<file path="src/rtl/ball_physics.sv">
// Ball physics for the falling-platform game: position, vertical velocity,
// world scroll, survival score and fail detection, advanced once per frame tick.
module ball_physics #(
  parameter int SCREEN_W   = 320,
  parameter int SCREEN_H   = 240,
  parameter int BALL_SIZE  = 8,
  parameter int XW         = 9,
  parameter int YW         = 9,
  parameter int VW         = 6,
  parameter int TICK_DIV   = 1666666,
  parameter int X_STEP     = 2,
  parameter int SCROLL     = 1,
  parameter int GRAVITY    = 1,
  parameter int VMAX       = 6,
  parameter int JUMP_V     = 8,
  parameter int TOP_MARGIN = 4,
  parameter int Y_INIT     = 120
) (
  input  logic                 clk,
  input  logic                 rstn,
  input  logic                 move_left,
  input  logic                 move_right,
  input  logic                 jump,
  input  logic                 pause,
  input  logic                 on_platform,
  output logic [XW-1:0]        x_ball,
  output logic [YW-1:0]        y_ball,
  output logic [YW-1:0]        y_pixel_offset,
  output logic signed [VW-1:0] vy,
  output logic [15:0]          score,
  output logic                 fail,
  output logic                 frame_tick
);

  localparam int CW = (TICK_DIV > 1) ? $clog2(TICK_DIV) : 1;
  localparam int YE = YW + 2;

  localparam logic [CW-1:0]        TICK_LAST = CW'(TICK_DIV - 1);
  localparam logic [XW-1:0]        X_INIT    = XW'((SCREEN_W - BALL_SIZE) / 2);
  localparam logic [XW-1:0]        X_MAX     = XW'(SCREEN_W - BALL_SIZE);
  localparam logic [XW-1:0]        X_STEP_X  = XW'(X_STEP);
  localparam logic [YW-1:0]        Y_START   = YW'(Y_INIT);
  localparam logic [YW-1:0]        Y_TOP     = YW'(TOP_MARGIN);
  localparam logic [YW-1:0]        Y_BOT     = YW'(SCREEN_H - BALL_SIZE);
  localparam logic signed [YE-1:0] TOP_S     = YE'(TOP_MARGIN);
  localparam logic signed [YE-1:0] BOT_S     = YE'(SCREEN_H - BALL_SIZE);
  localparam logic signed [YE-1:0] JUMP_S    = YE'(JUMP_V);
  localparam logic signed [YE-1:0] SCROLL_S  = YE'(SCROLL);
  localparam logic signed [VW:0]   GRAV_S    = (VW+1)'(GRAVITY);
  localparam logic signed [VW:0]   VMAX_S    = (VW+1)'(VMAX);
  localparam logic signed [VW-1:0] VY_JUMP   = VW'(-JUMP_V);

  typedef enum logic [1:0] {S_IDLE, S_RUN, S_PAUSED, S_FAILED} state_t;

  state_t        state;
  logic [CW-1:0] tick_cnt;
  logic          jump_d, pause_d;
  logic          jump_req, pause_req;
  logic          jump_pend, pause_pend;

  logic [XW-1:0]        x_next;
  logic [XW:0]          x_sum;
  logic [YW:0]          off_sum;
  logic [YW-1:0]        off_next;
  logic signed [YE-1:0] y_ext, y_new;
  logic signed [VW:0]   vy_inc, vy_cl;
  logic signed [VW-1:0] vy_next;
  logic [YW-1:0]        y_next;
  logic                 hit;
  logic [15:0]          score_next;

  assign frame_tick = (tick_cnt == TICK_LAST);
  // A rising edge in the tick cycle itself still counts for this frame.
  assign jump_pend  = jump_req  | (jump  & ~jump_d);
  assign pause_pend = pause_req | (pause & ~pause_d);

  always_comb begin
    x_next = x_ball;
    x_sum  = {1'b0, x_ball} + {1'b0, X_STEP_X};
    if (move_left && !move_right)
      x_next = (x_ball < X_STEP_X) ? '0 : x_ball - X_STEP_X;
    else if (move_right && !move_left)
      x_next = (x_sum > {1'b0, X_MAX}) ? X_MAX : x_sum[XW-1:0];

    off_sum  = {1'b0, y_pixel_offset} + (YW+1)'(SCROLL);
    off_next = (off_sum >= (YW+1)'(SCREEN_H)) ? YW'(off_sum - (YW+1)'(SCREEN_H))
                                              : off_sum[YW-1:0];

    // Vertical arithmetic in two extra signed bits so under/overflow stays visible.
    y_ext   = signed'({2'b00, y_ball});
    vy_inc  = signed'({vy[VW-1], vy}) + GRAV_S;
    vy_cl   = (vy_inc > VMAX_S) ? VMAX_S : vy_inc;
    vy_next = vy;
    y_new   = y_ext;
    if (on_platform && !vy[VW-1]) begin
      if (jump_pend) begin
        vy_next = VY_JUMP;
        y_new   = y_ext - JUMP_S;
      end else begin
        vy_next = '0;
        y_new   = y_ext - SCROLL_S;
      end
    end else begin
      vy_next = vy_cl[VW-1:0];
      y_new   = y_ext + signed'({{(YE-VW-1){vy_cl[VW]}}, vy_cl});
    end

    hit    = 1'b0;
    y_next = y_new[YW-1:0];
    if (y_new <= TOP_S) begin
      hit    = 1'b1;
      y_next = Y_TOP;
    end else if (y_new >= BOT_S) begin
      hit    = 1'b1;
      y_next = Y_BOT;
    end

    score_next = (score == 16'hFFFF) ? score : score + 16'd1;
  end

  always_ff @(posedge clk or negedge rstn) begin
    if (!rstn) begin
      state          <= S_IDLE;
      tick_cnt       <= '0;
      jump_d         <= 1'b0;
      pause_d        <= 1'b0;
      jump_req       <= 1'b0;
      pause_req      <= 1'b0;
      x_ball         <= X_INIT;
      y_ball         <= Y_START;
      y_pixel_offset <= '0;
      vy             <= '0;
      score          <= '0;
      fail           <= 1'b0;
    end else begin
      jump_d   <= jump;
      pause_d  <= pause;
      tick_cnt <= frame_tick ? '0 : tick_cnt + CW'(1);

      if (frame_tick) begin
        jump_req  <= 1'b0;
        pause_req <= 1'b0;
        case (state)
          S_IDLE: if (jump_pend) state <= S_RUN;
          S_RUN: begin
            if (pause_pend) begin
              state <= S_PAUSED;
            end else begin
              x_ball         <= x_next;
              y_pixel_offset <= off_next;
              vy             <= vy_next;
              y_ball         <= y_next;
              if (hit) begin
                state <= S_FAILED;
                fail  <= 1'b1;
              end else begin
                score <= score_next;
              end
            end
          end
          S_PAUSED: if (pause_pend) state <= S_RUN;
          S_FAILED: begin
            if (jump_pend) begin
              state          <= S_IDLE;
              x_ball         <= X_INIT;
              y_ball         <= Y_START;
              y_pixel_offset <= '0;
              vy             <= '0;
              score          <= '0;
              fail           <= 1'b0;
            end
          end
          default: state <= S_IDLE;
        endcase
      end else begin
        if (jump & ~jump_d)   jump_req  <= 1'b1;
        if (pause & ~pause_d) pause_req <= 1'b1;
      end
    end
  end

endmodule

</file>
<file path="config.mk">
export PLATFORM = sky130hd
export DESIGN_NAME = ball_physics
export DESIGN_NICKNAME = d
export VERILOG_FILES = /design/src/rtl/ball_physics.sv
export SDC_FILE = /design/constraint.sdc
export NUM_CORES = 1
export LEC_CHECK = 0
export CAP_MARGIN = 10
export CORE_MARGIN = 2
export CORE_UTILIZATION = 60
export CTS_BUF_LIST = sky130_fd_sc_hd__clkbuf_2 sky130_fd_sc_hd__clkbuf_4 sky130_fd_sc_hd__clkbuf_8
export CTS_CLUSTER_DIAMETER = 150
export DETAILED_ROUTE_END_ITERATION = 8
export GPL_ROUTABILITY_DRIVEN = 0
export PLACE_DENSITY = 0.83
export SETUP_SLACK_MARGIN = 0.5
export SLEW_MARGIN = 40
export SYNTH_ARGS = -nofsm -noshare
export SYNTH_HDL_FRONTEND = slang
export SYNTH_SLANG_ARGS = --single-unit
</file>
<file path="constraint.sdc">
create_clock -name clk -period 4.95 [get_ports clk]
set_input_delay 1.2375 -clock clk [delete_from_list [all_inputs] [get_ports clk]]
set_output_delay 1.2375 -clock clk [all_outputs]
set_load 0.01 [all_outputs]
</file>
## Word level (Yosys, flattened, before mapping)

Index checks and enable logic that the tools add are counted.

- Input bits: 7
- Output and inout port bits: 51
- Word-level logic and storage cells: 109
- Flip-flop bits (word level): 77

- $add $sub $neg: 10
- $lt $le $gt $ge: 6
- Eq/ne operators: 14
- Mux-type cells: 46
- Reduce and logical (&&, ||, !) cells: 15
- Bitwise gates (word level): 6

Operators by type and width:

| kind | count |
|---|---|
| 9-bit two-way mux | 13 |
| 16-bit two-way mux | 4 |
| 9-bit one-hot mux with 2 select lines | 3 |
| 16-bit one-hot mux with 2 select lines | 1 |
| 6-bit two-way mux | 4 |
| 11-bit two-way mux | 2 |
| 21-bit by 1-bit adder with 21-bit output (second input constant) | 1 |
| 21-bit == test (second input constant) | 1 |
| 21-bit two-way mux | 1 |
| 16-bit by 1-bit adder with 16-bit output (second input constant) | 1 |
| 16-bit == test (second input constant) | 1 |
| 5-bit AND reduction | 3 |
| 2-bit inequality test (second input constant) | 7 |
| 6-bit one-hot mux with 2 select lines | 1 |
| 10-bit by 7-bit adder with 11-bit output | 1 |
| 11-bit by 9-bit >= comparator with 1-bit output (second input constant) | 1 |
| 11-bit by 4-bit less-or-equal comparator with 1-bit output (second input constant) | 1 |
| 9-bit by 1-bit adder with 10-bit output (second input constant) | 1 |
| 9-bit by 2-bit adder with 10-bit output (second input constant) | 1 |
| 10-bit by 8-bit >= comparator with 1-bit output (second input constant) | 1 |
| 10-bit by 9-bit greater-than comparator with 1-bit output (second input constant) | 1 |
| 2-bit two-way mux | 5 |
| 9-bit by 1-bit subtractor with 10-bit output (second input constant) | 1 |
| 9-bit by 4-bit subtractor with 10-bit output (second input constant) | 1 |
| other kinds (21) | 40 |

## Depth between registers and ports, before layout

- Depth in word-level cells: 11
- Mapped depth: 21
- Depth with buffers taken out: 19

## Worst setup path after synthesis

No wires, ideal clock.

- Path type: reg-to-reg
- Start: reg vy[0]
- End: reg score[5]
- Required time: 4.872 ns
- Arrival: 4.306 ns
- Path buffers: 2
- Setup time: 0.078 ns
- Slack: 0.566 ns
- Period minus slack after synthesis: 4.384 ns
- Cell stages (with the launch flop): 21
- Cell sequence: dfrtp_1 ha_1 buf_2 and3_4 buf_6 nand2_1 nand2_1 a21oi_1 nor2b_1 ha_1 fa_1 nand3_1 a31o_2 a31oi_1 nand2_1 xor2_1 a211oi_1 a21boi_1 a21boi_2 or4_1 a21oi_1

- Word-level cells in the longest chain between the ends: 10
- Elaborated cells on any way between the ends: 11
- Those cells by class: add/sub: 2; order compare: 3; eq/ne: 1; mux: 4; reduce/logical: 1

Ends and longest elaborated chain:

| what | line | source |
|---|---|---|
| start, declared | 29 | `output logic signed [VW-1:0] vy,` |
| start signal, assigned | 151 | `vy <= vy_next;` |
| 6-bit by 2-bit adder with 7-bit output (*) | 91 | `vy_inc = signed'({vy[VW-1], vy}) + GRAV_S;` |
| 7-bit by 4-bit greater-than comparator with 1-bit output | 92 | `vy_cl = (vy_inc > VMAX_S) ? VMAX_S : vy_inc;` |
| 7-bit two-way mux (*) | 92 |  |
| 10-bit by 7-bit adder with 11-bit output (*) | 105 | `y_new = y_ext + signed'({{(YE-VW-1){vy_cl[VW]}}, vy_cl});` |
| 11-bit two-way mux (*) | 95 | `if (on_platform && !vy[VW-1]) begin` |
| 11-bit by 9-bit >= comparator with 1-bit output | 113 | `end else if (y_new >= BOT_S) begin` |
| 1-bit two-way mux | 113 |  |
| 1-bit two-way mux (*) | 110 | `if (y_new <= TOP_S) begin` |
| 2-bit inequality test (no source line) (*) | - |  |
| 6-bit AND reduction (no source line) (*) | - |  |
| end signal, assigned | 157 | `score <= score_next;` |
| end, declared | 30 | `output logic [15:0] score,` |

Every way passes the cells marked *; elsewhere a longest branch is shown, timed or not.
A chain may end at the register's enable or synchronous reset.

## Final worst setup path

- Start: reg vy[1]
- End: reg score[2]

Same word-level chain as after synthesis.

==> qor.yml <==
place:
  dp.cells: 840
  hpwl_um: 10600
  portBuffers: 56
  place_area_um2: 6280
  pre_cts_ws_ps: -28.5
detailed_routing:
  final_antenna_net_count: 0
  first_iter_violations: 567
  firstDrtPassIters: 6
  vias: 5652
  wl_per_cell_um: 17.6
  vias_per_cell: 6.48
  drc_errors: 0
  wirelength_um: 15400
cts:
  numCtsBuffers: 9
  clk_latency_ps: 350
  path_clk_slew_ps: 80
  clock_path_buffers: 2
  htreeDepth: 3
  cts_tree: "yes"
  cts_sinks: 76
  root_buffer: "clkbuf_8"
sta:
  fin_crit_sh_pct: 90.6
  slew_violations: 0
  clock_skew_ps: 9.45
  finalSetupViolCount: 0
  worst_slew_pin_slew_ps: 832
  rsz0062_at_grt: "yes"
  slew_headroom_pct: 43.8
  finalHoldViolCount: 0
  worst_slack_ps: 463
  fmax_mhz: 223
  fin_tns_setup_ps: 0
  final.min_clock_period_ps: 4490
floorplan:
  die_area_um2: 10200
  io_pins: 58
  start_util_pct: 61.4
  die_y_um: 101
  die_w_um: 101
  rows: 35
  core_um2: 9200
min_path:
  hp-class: "reg -> reg"
critical_path:
  crit_type: "reg -> reg"
  crit_path_start_kind: "flop"
  worstPathRequired_ps: 5190
  cp-end-kind: "flop"
  crit_fanout: 6
  cp.arrival_ps: 4730
run:
  max_cap_violations: 0
logic_synthesis:
  synth_largest_area_cell: "dfrtp_1"
  synthArstFlopShare_pct: 100
  ys.warnings.count: 0
  synth.area.top_cells: "dfrtp_1 30%, o21ai_0 5.6%, nand2_1 5.0%"
  ys.flop_type: "dfrtp_1"
  syn_area_per_cell_um2: 8.16
  synth_cell_types: 81
  netlist_top_cells_count: "75 x nand2_1, 68 x dfrtp_1, 68 x nor2_1, 63 x o21ai_0, 55 x a21oi_1"
  syn-num-nets: 721
  syn-cell-area_um2: 5650
  synth_most_common_cell: "nand2_1"
  synthCells: 692
  synth_seq_area_share_pct: 33.9
  synth_edf_count: 0
  synth_top_area_share_pct: 30.1
  synth_seq_cells: 76
power:
  powerDensity_nw_per_um2: 170
  peakVddDrop_v: 0.000134
  leakage_uw: 0.00282
grt:
  antenna_found_initial: 0
  grt_pass1_vias: 5241
  grt.total_usage_pct: 30.3
  grt_max_degree: 77
  grt_pass1_wl_um: 25200
  grt-ovfl-total: 0
layout:
  final_area_um2: 6800
  drive_gt1_share_pct: 13.4
  stdcell_count: 872
  final_nets: 785
  num-fill-cells: 659
  diodes: 0
  area_growth_pct: 20.4
status:
  status: "completed"
==> sequential cells by signal, indices dropped and copies added, names as in the netlist <==
register	flops
fail	1
jump_d	1
jump_req	1
pause_d	1
pause_req	1
score	16
state	2
tick_cnt	21
vy	6
x_ball	8
y_ball	9
y_pixel_offset	9
==> power by group <==
group          internal, uW  switching, uW  total [uW]  leakage, uW
Combinational          22.9           41.3        64.3      0.00176
Clock                   238            234         472    0.0000961
Sequential              621          0.206         622     0.000969
Total                   883            275        1160      0.00282
==> repair_timing <==
item                                   in CTS  in global routing
pin swaps                                   3                 19
hold buffers                                0                  0
gates cloned                                1                  0
endpoints found under the hold margin       0                  0
resized for setup                          11                 34
setup buffers                               3                 12
setup endpoints to repair                  21                 23
==> worst max-delay path, stage by stage, from the launching register on <==
cell	delay (ps)
dfrtp_2	460
inv_2	100
ha_4	210
a211oi_2	160
nor2_1	80
a221oi_2	310
a21oi_4	80
nor2b_4	160
ha_4	160
fa_2	390
nand3_2	110
nand2_1	160
xnor3_1	230
a22oi_1	280
nor2b_2	260
nand4_1	180
buf_4	210
o211ai_1	410
buf_4	210
nand3b_1	60
and3_1	140
==> worst paths after layout <==
kind	slack, ps	depth (start not counted)	endpoint	from
worst min register to register	490	1	tick_cnt[4]	tick_cnt[4]
worst min-delay path	490	1	tick_cnt[4]	tick_cnt[4]
max in group asynchronous	3570	1	x_ball[1]	rstn
worst max register to register	460	20	score[2]	vy[1]
worst max-delay path	460	20	score[2]	vy[1]
min in group asynchronous	880	1	vy[0]	rstn
==> per-stage QoR <==
step / hold slack (ps) / power [uW] / util [%]
after global routing: 529 / 1200 / 73.9
after detailed placement: 475 / 687 / 68.3
final: 490 / 1160 / 73.9
after CTS: 490 / 1160 / 71.3
after global placement: 472 / 685 / 68.3
after floorplan: 451 / 659 / -
==> per-layer routing <==
| metal | GRT usage, % | wire length [um] | up-vias |
|---|---|---|---|
| met5 | 0 | 0 | - |
| met4 | 11.1 | 426 | 0 |
| met3 | 4.65 | 1160 | 51 |
| met2 | 49.8 | 7510 | 275 |
| met1 | 40.7 | 6280 | 2703 |
| li1 | - | - | 2623 |
==> cell type report <==
type	instances	area, um^2	share of cell area (%)
well taps	111	139	2.04
clock buffers	10	131	1.93
inverters	28	105	1.55
flip-flops and latches	76	1920	28.2
repair buffers	80	746	11.0
multi-input cells	561	3690	54.4
clock inverters	6	63.8	0.939
==> layout by cell type (no fill, tap or decap), types with 12 or more instances in the layout <==
cell | netlist | routed
dfrtp_1 | 68 | 65
nand3_1 | 26 | 25
and3_1 | 19 | 19
clkdlybuf4s50_1 | 0 | 55
nand2_1 | 75 | 73
nor3_1 | 15 | 13
a21oi_1 | 55 | 49
inv_1 | 28 | 27
o21ai_0 | 63 | 59
xor2_1 | 16 | 15
buf_4 | 1 | 23
xnor2_1 | 24 | 24
and2_1 | 12 | 12
ha_1 | 21 | 18
nor2_1 | 68 | 67
==> logic make-up after synthesis <==
group / after synthesis / synth area share, %
buffers and inverters: 56 / 4.23
adders and majority gates: 24 / 5.39
muxes: 8 / 1.73
and+or+nand+nor: 289 / 26.2
DFF: 76 / 33.9
xor gates and xnor gates: 41 / 6.60
AOI/OAI and AO/OA: 197 / 21.9
other: 1 / 0.0664
No activity file was read; power rests on OpenSTA's default activity.
